**config.mk**
```make
export PLATFORM = sky130hd
export DESIGN_NAME = game_tick_gen
export DESIGN_NICKNAME = d
export VERILOG_FILES = /design/src/rtl/game_tick_gen.sv
export SDC_FILE = /design/constraint.sdc
export NUM_CORES = 1
export LEC_CHECK = 0
export ABC_AREA = 1
export BUFFER_PORTS_ARGS = -buffer_cell sky130_fd_sc_hd__buf_2
export CORE_MARGIN = 2
export CORE_UTILIZATION = 28
export CTS_BUF_LIST = sky130_fd_sc_hd__clkbuf_16
export CTS_CLUSTER_SIZE = 12
export DETAILED_ROUTE_END_ITERATION = 6
export PLACE_DENSITY_LB_ADDON = 0.3
export REMOVE_ABC_BUFFERS = 1
export SLEW_MARGIN = 10
export SYNTH_ARGS = -nofsm -noshare
export SYNTH_HDL_FRONTEND = slang
export SYNTH_SLANG_ARGS = --single-unit
```
**constraint.sdc**
```tcl
create_clock -name CLOCK_50 -period 18 [get_ports CLOCK_50]
set_input_delay 3.6 -clock CLOCK_50 [delete_from_list [all_inputs] [get_ports CLOCK_50]]
set_output_delay 3.6 -clock CLOCK_50 [all_outputs]
set_load 0.01 [all_outputs]
```
**src/rtl/game_tick_gen.sv**
```systemverilog
// rtl/game_tick_gen.sv - multi-channel programmable game tick / game clock generator
// Early clock compare logic is built only when GAME_TICK_EARLY_EN is defined.
module game_tick_gen #(
   parameter int N_CH      = 4,
   parameter int CNT_W     = 28,
   parameter int DIV_RESET = 4111392,
   parameter int EARLY_OFF = 127
) (
   input  logic             CLOCK_50,
   input  logic             RESET,
   input  logic             ENABLE,
   input  logic [N_CH-1:0]  CH_EN,
   input  logic             FAST,
   input  logic             SYNC,
   input  logic             DIV_WE,
   input  logic [2:0]       DIV_SEL,
   input  logic [CNT_W-1:0] DIV_DATA,
   output logic [N_CH-1:0]  NEW_PULSE,
   output logic [N_CH-1:0]  NEW_CLOCK,
   output logic [N_CH-1:0]  NEW_CLOCK_EARLY,
   output logic [15:0]      FRAME_CNT
);

   localparam logic [CNT_W-1:0] DIV_INIT = CNT_W'(DIV_RESET);

   logic [CNT_W-1:0] div     [N_CH];
   logic [CNT_W-1:0] cnt     [N_CH];
   logic [CNT_W-1:0] cnt_dec [N_CH];
   logic [N_CH-1:0]  active;
   logic [N_CH-1:0]  wrap;

   // Fast-forward decrement saturates so a count of 1 lands on 0 instead of wrapping.
   always_comb begin
      for (int i = 0; i < N_CH; i++) begin
         active[i] = ENABLE & CH_EN[i];
         wrap[i]   = active[i] & (cnt[i] == '0);
         if (FAST)
            cnt_dec[i] = (cnt[i] == CNT_W'(1)) ? '0 : cnt[i] - CNT_W'(2);
         else
            cnt_dec[i] = cnt[i] - CNT_W'(1);
      end
   end

   always_ff @(posedge CLOCK_50 or posedge RESET) begin
      if (RESET) begin
         for (int i = 0; i < N_CH; i++)
            div[i] <= DIV_INIT;
      end else if (DIV_WE) begin
         for (int i = 0; i < N_CH; i++)
            if (DIV_SEL == 3'(i))
               div[i] <= DIV_DATA;
      end
   end

   // Reload reads div before this edge's write lands, so a same-edge write waits a period.
   always_ff @(posedge CLOCK_50 or posedge RESET) begin
      if (RESET) begin
         for (int i = 0; i < N_CH; i++)
            cnt[i] <= DIV_INIT;
         NEW_PULSE <= '0;
         NEW_CLOCK <= '0;
      end else if (SYNC) begin
         for (int i = 0; i < N_CH; i++)
            cnt[i] <= div[i];
         NEW_PULSE <= '0;
         NEW_CLOCK <= '0;
      end else begin
         for (int i = 0; i < N_CH; i++) begin
            NEW_PULSE[i] <= wrap[i];
            if (wrap[i]) begin
               cnt[i]       <= div[i];
               NEW_CLOCK[i] <= ~NEW_CLOCK[i];
            end else if (active[i]) begin
               cnt[i] <= cnt_dec[i];
            end
         end
      end
   end

   always_ff @(posedge CLOCK_50 or posedge RESET) begin
      if (RESET)
         FRAME_CNT <= '0;
      else if (SYNC)
         FRAME_CNT <= '0;
      else if (wrap[0])
         FRAME_CNT <= FRAME_CNT + 16'd1;
   end

`ifdef GAME_TICK_EARLY_EN
   localparam logic [CNT_W-1:0] EARLY_AT   = CNT_W'(EARLY_OFF);
   localparam logic [CNT_W-1:0] EARLY_FAST = CNT_W'(EARLY_OFF + 1);

   logic [N_CH-1:0] early_hit;

   // In fast mode the count may step over EARLY_AT, so the odd neighbour also fires.
   always_comb begin
      for (int i = 0; i < N_CH; i++)
         early_hit[i] = active[i] & (div[i] >= EARLY_AT) &
                        ((cnt[i] == EARLY_AT) | (FAST & (cnt[i] == EARLY_FAST)));
   end

   always_ff @(posedge CLOCK_50 or posedge RESET) begin
      if (RESET)
         NEW_CLOCK_EARLY <= '0;
      else if (SYNC)
         NEW_CLOCK_EARLY <= '0;
      else
         NEW_CLOCK_EARLY <= NEW_CLOCK_EARLY ^ early_hit;
   end
`else
   localparam int unused_early_off = EARLY_OFF;

   assign NEW_CLOCK_EARLY = '0;
`endif

endmodule

```
==> impl_metrics.env, run 1 <==
export IMPL_core_area_um2=59200
export IMPL_finalHoldViolCount=0
export IMPL_antenna_cells=0
export IMPL_die_w_um=249
export IMPL_dp_hpwl_um=36600
export IMPL_wirelength_met1_um=26300
export IMPL_fin_nets=2644
export IMPL_syn_to_final_growth_pct=11.1
export IMPL_finalSetupViolCount=0
export IMPL_final_area_um2=18700
export IMPL_dpl_cell_area_um2=17800
export IMPL_finalSetupTns_ns=0
export IMPL_start_kind="input pin"
export IMPL_rows=89
export IMPL_slowest_stage="buf_4"
export IMPL_vias=16200
export IMPL_synth_avg_cell_area_um2=6.57
export IMPL_arrival_ns=6.02
export IMPL_antenna_found_initial=2
export IMPL_yosysWarningCount=0
export IMPL_synthCells=2566
export IMPL_cts_root_buf="clkbuf_16"
export IMPL_wl_um=53000
export IMPL_grt_overflow_total=0
export IMPL_max_slew_worst_pin_slew_ns=1.08
export IMPL_start_util=0.284
export IMPL_grt_total_usage=0.169
export IMPL_synth_cell_types=43
export IMPL_synth_edf_count=0
export IMPL_port_buffers=64
export IMPL_cts_hold_buf=0
export IMPL_maxCapViolations=0
export IMPL_dr_pass1_iters=5
export IMPL_worstPathCellList="buf_2, inv_8, buf_4, buf_4"
export IMPL_drive_gt1_frac=0.107
export IMPL_synth_largest_area_cell="dfrtp_1"
export IMPL_fmax_ghz=0.185
export IMPL_grt_pass1_wl_um=85300
export IMPL_rsz0062_at_grt="false"
export IMPL_crit_type="in2async"
export IMPL_clk_pin_slew_worst_paths_ns=0.06
export IMPL_gp_congestion=0.873
export IMPL_status="finished clean"
export IMPL_instances_no_fill=3379
export IMPL_clock_latency_ns=0.59
export IMPL_path_common_cell="buf_4"
export IMPL_ys_flop_type="dfrtp_1"
export IMPL_synth_seq_cells=248
export IMPL_yosysTopAreaCellShare=0.238
export IMPL_cp_required_ns=18.62
export IMPL_drt_antenna_violating_nets=0
export IMPL_finalWorstSetupSlack_ns=12.60
export IMPL_async_reset_ff_frac=1.00
export IMPL_post_route_util=0.316
export IMPL_dp_slack_ns=11.82
export IMPL_cts_buffer_depth=3
export IMPL_cts_sinks=248
export IMPL_io_pins=69
export IMPL_postCtsSetupBuffers=0
export IMPL_ys_top_cells_by_area="dfrtp_1 (24%), nand2_1 (15%), dfstp_2 (14%)"
export IMPL_wl_met3_um=3510
export IMPL_hp_class="reg2reg"
export IMPL_timing_slew_headroom=0.281
export IMPL_route_detailed_drc=0
export IMPL_p_leak_nw=8.80
export IMPL_report_final_slew_viol_count=0
export IMPL_htree_num_levels=1
export IMPL_fin_worst_skew_ns=0.0202
export IMPL_wl_met2_um=22000
export IMPL_dpl_cell_count=3325
export IMPL_end_kind="async pin"
export IMPL_cts_buffers=29
export IMPL_seq_area_frac_synth=0.375
export IMPL_crit_fanout=123
export IMPL_max_stage_delay_ns=0.81
export IMPL_grt_max_degree=124
export IMPL_die_height_um=249
export IMPL_post_drt_wl_per_cell_um=15.7
export IMPL_first_iter_violations=1295
export IMPL_via_per_inst=4.79
export IMPL_p_per_area_nw_per_um2=97.7
export IMPL_fin_crit_sh=0.300
export IMPL_topRoutingLayerUsed="met4"
export IMPL_grt_pass1_vias=15300
export IMPL_cts_tree="done"
export IMPL_ctsResizeCount=0
export IMPL_vdd_drop_max_v=0.0000850
export IMPL_die_area_um2=62200
export IMPL_min_period_ns=5.40
export IMPL_synth_area_um2=16900
==> worst max-delay path, delay by kind of cell <==
kind | cells | cell delay (ns)
buffers and inverters | 4 | 2.29
==> placed cells by master (no fill, tap or decap), types with 2 or more instances in the layout <==
cell	instances
nor2_1	426
inv_1	267
ha_1	20
clkinv_1	10
buf_4	12
o21ai_0	266
nand3_2	4
clkinv_2	3
or2_0	3
nand2_4	3
a22oi_1	7
clkbuf_16	29
conb_1	4
bufinv_16	3
nand2_1	679
nand2_2	6
nor2_2	30
nand3_1	285
xnor2_1	2
nor2_8	2
inv_2	6
buf_2	64
a21oi_1	43
o21ai_1	48
nor2_4	16
and2_1	2
dfstp_2	88
dfrtp_1	160
nor3_1	12
o22ai_1	4
a31oi_1	3
nand4_1	38
o31ai_1	3
clkinv_4	3
xor2_1	42
==> per-layer routing <==
layer | global-route usage | up-vias
met5 | 0 | -
met1 | 0.248 | 7467
li1 | - | 8243
met2 | 0.256 | 420
met4 | 0.0415 | 0
met3 | 0.0311 | 60
==> state kept, by name, summed over array words and instances, names as in the netlist <==
signal,flops
FRAME_CNT,16
NEW_CLOCK,4
NEW_PULSE,4
cnt,112
div,112
==> path summary, 6_finish.rpt <==
| path | from | endpoint | slack (ns) | cells past startpoint |
|---|---|---|---|---|
| max in group CLOCK_50 | SYNC | cnt[97]$_DFFE_PP1P_ | 12.60 | 8 |
| max | RESET | FRAME_CNT[3]$_DFFE_PP0P_ | 12.60 | 4 |
| min reg2reg | div[70]$_DFFE_PP0P_ | div[70]$_DFFE_PP0P_ | 0.48 | 2 |
| min in group asynchronous | RESET | NEW_PULSE[2]$_DFF_PP0_ | 3.21 | 2 |
| min | div[70]$_DFFE_PP0P_ | div[70]$_DFFE_PP0P_ | 0.48 | 2 |
| max reg2reg | cnt[84]$_DFFE_PP0P_ | cnt[85]$_DFFE_PP0P_ | 15.48 | 12 |
==> report_power, final <==
group / total [W] / switching (W) / internal [W]
sequential: 0.000774 / 0.0000976 / 0.000677
clock: 0.000590 / 0.000255 / 0.000335
combinational: 0.000465 / 0.000312 / 0.000153
total: 0.00183 / 0.000665 / 0.00116
==> layout make-up <==
type                            count  area, µm²
Sequential cell                   248       6320
Tap cell                          773        967
Multi-Input combinational cell   1958       9080
Clock buffer                       29        726
Inverter                          270       1020
Clock inverter                     25        200
Fill cell                        6529      40500
Timing Repair Buffer               76        410
==> metrics by stage <==
stage / hold WS (ns) / power [W]
after CTS: 0.487 / 0.00185
after global routing: 0.507 / 0.00196
after floorplan: 0.448 / 0.00110
final: 0.482 / 0.00183
after detailed placement: 0.468 / 0.00124
after global placement: 0.464 / 0.00124
==> cell families (layout without fill, tap and decap cells) <==
group / Yosys count / count (layout) / share of synthesized area
and+or+nand+nor: 1512 / 1512 / 0.382
AOI/OAI and AO/OA: 377 / 377 / 0.115
buffers and inverters: 363 / 400 / 0.0893
DFF: 248 / 248 / 0.375
xor gates and xnor gates: 44 / 44 / 0.0229
adders and majority gates: 20 / 20 / 0.0148
other: 1 / 4 / 0.000223
muxes: 1 / 1 / 0.000891
==> synthesized netlist by cell type (6+ instances only) <==
master	count
inv_1	262
nor3_1	12
o21ai_1	48
inv_2	6
ha_1	20
dfstp_2	88
nand4_1	38
nand3_1	289
a21oi_1	43
o21ai_0	266
nand2_2	6
xor2_1	42
nor2_4	14
buf_2	24
dfrtp_1	160
clkbuf_1	47
buf_6	13
nor2_2	29
nor2_1	429
nand2_1	679
a22oi_1	7
Note: power is estimated with default switching activity, not from simulation.
==> run 2, diff against run 1 <==
--- a/config.mk
+++ b/config.mk
@@ -5,7 +5,7 @@
 export SDC_FILE = /design/constraint.sdc
 export NUM_CORES = 1
 export LEC_CHECK = 0
-export ABC_AREA = 1
+export ABC_AREA = 0
 export BUFFER_PORTS_ARGS = -buffer_cell sky130_fd_sc_hd__buf_2
 export CORE_MARGIN = 2
 export CORE_UTILIZATION = 28
==> constraint.sdc (replaced) <==
create_clock -name CLOCK_50 -period 5.1 [get_ports CLOCK_50]
set_input_delay 1.02 -clock CLOCK_50 [delete_from_list [all_inputs] [get_ports CLOCK_50]]
set_output_delay 1.02 -clock CLOCK_50 [all_outputs]
set_load 0.01 [all_outputs]
==> run 2 against run 1 <==
Cell count decreased by 31%; wire length decreased by 4.3%; combinational power increased to 3.2 times the previous value; final area decreased by 11%; synthesized area decreased by 12%; sequential cell count unchanged; hold slack got worse by 0.0056 ns; via count decreased by 19%; die area decreased by 12%; global-route usage increased by 1.4 points.
==> impl_metrics.env, run 2 <==
export IMPL_die_area_um2=54600
export IMPL_synth_commonest_cells="dfrtp_1 (160), nor2_1 (136), o21ai_0 (117), mux2_2 (112), nand2_1 (102)"
export IMPL_whs_path_depth=2
export IMPL_hold_end="cnt[73]$_DFFE_PP1P_"
export IMPL_port_buffers=64
export IMPL_synth_avg_cell_area_um2=9.36
export IMPL_via_per_inst=5.67
export IMPL_clock_latency_ns=0.57
export IMPL_grt_pass1_wl_um=77700
export IMPL_drive_gt1_frac=0.234
export IMPL_clk_pin_slew_worst_paths_ns=0.06
export IMPL_synthCells=1578
export IMPL_dp_hpwl_um=34900
export IMPL_rows=84
export IMPL_finalPower_w=0.00647
export IMPL_min_from="div[73]$_DFFE_PP1P_"
export IMPL_final_area_um2=16700
export IMPL_path_common_cell="nand4_1"
export IMPL_end_kind="register"
export IMPL_cts_root_buf="clkbuf_16"
export IMPL_cp_required_ns=5.54
export IMPL_cts_buffers=29
export IMPL_hp_class="reg2reg"
export IMPL_antenna_cells=0
export IMPL_fin_worst_skew_ns=0.00835
export IMPL_max_slew_worst_pin_slew_ns=1.24
export IMPL_reg_top3="cnt (112), div (112), FRAME_CNT (16)"
export IMPL_grt_max_degree=119
export IMPL_dr_pass1_iters=5
export IMPL_route_detailed_drc=0
export IMPL_rsz0062_at_grt="false"
export IMPL_slowest_stage="nor3_1"
export IMPL_crit_fanout=10
export IMPL_multi_input_area_um2=7960
export IMPL_synth_cell_types=85
export IMPL_reg2reg_depth=6
export IMPL_crit_type="reg2reg"
export IMPL_drt_antenna_violating_nets=0
export IMPL_finalHoldViolCount=0
export IMPL_ctsResizeCount=0
export IMPL_synth_edf_count=0
export IMPL_vdd_drop_max_v=0.000247
export IMPL_async_reset_ff_frac=1.00
export IMPL_crit_buf_inv=0
export IMPL_worstPathCellList="nor4_4, nand4_1, nor3_1, o22ai_1, nand4_1, o211ai_1"
export IMPL_yosys_area_share_simple=0.210
export IMPL_fmax_ghz=0.292
export IMPL_antenna_found_initial=2
export IMPL_status="finished clean"
export IMPL_fin_nets=1666
export IMPL_start_util=0.282
export IMPL_finalSetupViolCount=0
export IMPL_postCtsSetupBuffers=0
export IMPL_ys_top_cells_by_area="dfrtp_1 (27%), dfstp_2 (16%), mux2_2 (8.5%)"
export IMPL_wl_um=50700
export IMPL_first_iter_violations=1172
export IMPL_io_pins=69
export IMPL_synth_area_um2=14800
export IMPL_rrSetupSlack_ns=1.68
export IMPL_synthAdderAreaFrac=0.0169
export IMPL_regArea_um2=6320
export IMPL_min_period_ns=3.42
export IMPL_synth_largest_area_cell="dfrtp_1"
export IMPL_vias=13100
export IMPL_die_w_um=234
export IMPL_report_final_slew_viol_count=0
export IMPL_final_cell_mix="dfrtp_1 (160), nor2_1 (136), o21ai_0 (117)"
export IMPL_core_area_um2=52300
export IMPL_gp_congestion=0.897
export IMPL_ys_flop_type="dfrtp_1"
export IMPL_post_drt_wl_per_cell_um=21.9
export IMPL_regToRegStartpoint="cnt[4]$_DFFE_PP0P_"
export IMPL_synth_seq_cells=248
export IMPL_max_stage_delay_ns=1.11
export IMPL_timing_slew_headroom=0.168
export IMPL_synth_xor_area_share=0.0202
export IMPL_yosysTopAreaCellShare=0.271
export IMPL_start_kind="register"
export IMPL_htree_num_levels=1
export IMPL_die_height_um=234
export IMPL_muxShareOfSynthArea=0.0908
export IMPL_syn_to_final_growth_pct=13.3
export IMPL_maxCapViolations=0
export IMPL_seq_area_frac_synth=0.427
export IMPL_arrival_ns=3.86
export IMPL_p_per_area_nw_per_um2=386
export IMPL_cts_hold_buf=0
export IMPL_cts_buffer_depth=3
export IMPL_grt_pass1_vias=12500
export IMPL_cts_sinks=248
export IMPL_r2r_end="cnt[22]$_DFFE_PP0P_"
export IMPL_startpoint="cnt[4]$_DFFE_PP0P_"
export IMPL_grt_overflow_total=0
export IMPL_synth_compound_area_frac=0.195
export IMPL_yosysWarningCount=0
export IMPL_crit_family="simple AND/OR/NAND/NOR gates"
export IMPL_dpl_cell_area_um2=15900
export IMPL_p_leak_nw=6.42
export IMPL_fin_crit_sh=0.671
export IMPL_grt_total_usage=0.184
export IMPL_fillers=5466
export IMPL_post_synth_top_count_cell="dfrtp_1"
export IMPL_cts_tree="done"
export IMPL_synth_top_family_by_area="simple AND/OR/NAND/NOR gates"
export IMPL_final_common_cell="dfrtp_1"
## run 2: cell types whose count changed after synthesis, sizes merged, moves of 64 or more
| cell | change |
|---|---|
| inv | -233 |
| o21ai | -197 |
| nor2 | -338 |
| mux2 | +111 |
| nand3 | -216 |
| nand2 | -586 |
| nor4 | +64 |
## run 2: layout make-up
cell class | instances | area share
inverter | 36 | 0.00852
tap | 688 | 0.0514
clock buffer | 29 | 0.0433
timing repair buffer | 97 | 0.0348
multi-input combinational | 1193 | 0.475
clock inverter | 24 | 0.00919
sequential | 248 | 0.377
## run 2: per-stage QoR
stage	instances	hold WS [ns]	setup TNS (ns)	utilization	setup WS [ns]
CTS	2315	0.472	0	0.320	1.72
floorplan	1477	0.445	-475.87	-	-2.59
global route	2315	0.487	0	0.320	1.56
detailed placement	2262	0.470	0	0.303	1.46
finish	2315	0.476	0	0.320	1.68
global placement	2262	0.459	0	0.303	1.48
## run 2: cells by family (layout without fill, tap and decap cells)
| logic type | after synthesis | in the layout |
|---|---|---|
| fa+ha+maj | 20 | 20 |
| other cells | 1 | 4 |
| mux | 120 | 120 |
| compound gates | 430 | 430 |
| flops | 248 | 248 |
| simple gates | 585 | 585 |
| xor+xnor | 34 | 34 |
| buf+inv | 140 | 186 |
## run 2: worst register-to-register path: cells and delay by family (launching register included)
kind	cells	cell delay [ns]
flops	1	0.48
simple gates	4	2.39
compound gates	2	0.43
## run 2: report_power, final
part | internal (W) | switching, W
Combinational | 0.000629 | 0.000842
Sequential | 0.00249 | 0.000528
Clock | 0.00112 | 0.000852
Total | 0.00424 | 0.00222
## run 2: per-layer routing
layer	up-vias	global-route usage	part of all wire
met2	434	0.288	0.46
met1	6569	0.260	0.46
met4	0	0.0607	0.029
li1	6035	-	-
met3	80	0.0253	0.057
met5	-	0	0
## run 2: worst max path at each step
stage | to | slack (ns) | depth (start not counted)
final | cnt[22]$_DFFE_PP0P_ | 1.68 | 6
after global routing | cnt[45]$_DFFE_PP1P_ | 1.56 | 6
after CTS | cnt[22]$_DFFE_PP0P_ | 1.72 | 6
after detailed placement | cnt[89]$_DFFE_PP1P_ | 1.46 | 8
after global placement | cnt[104]$_DFFE_PP1P_ | 1.48 | 8
after floorplan | FRAME_CNT[0]$_DFFE_PP0P_ | -2.59 | 1
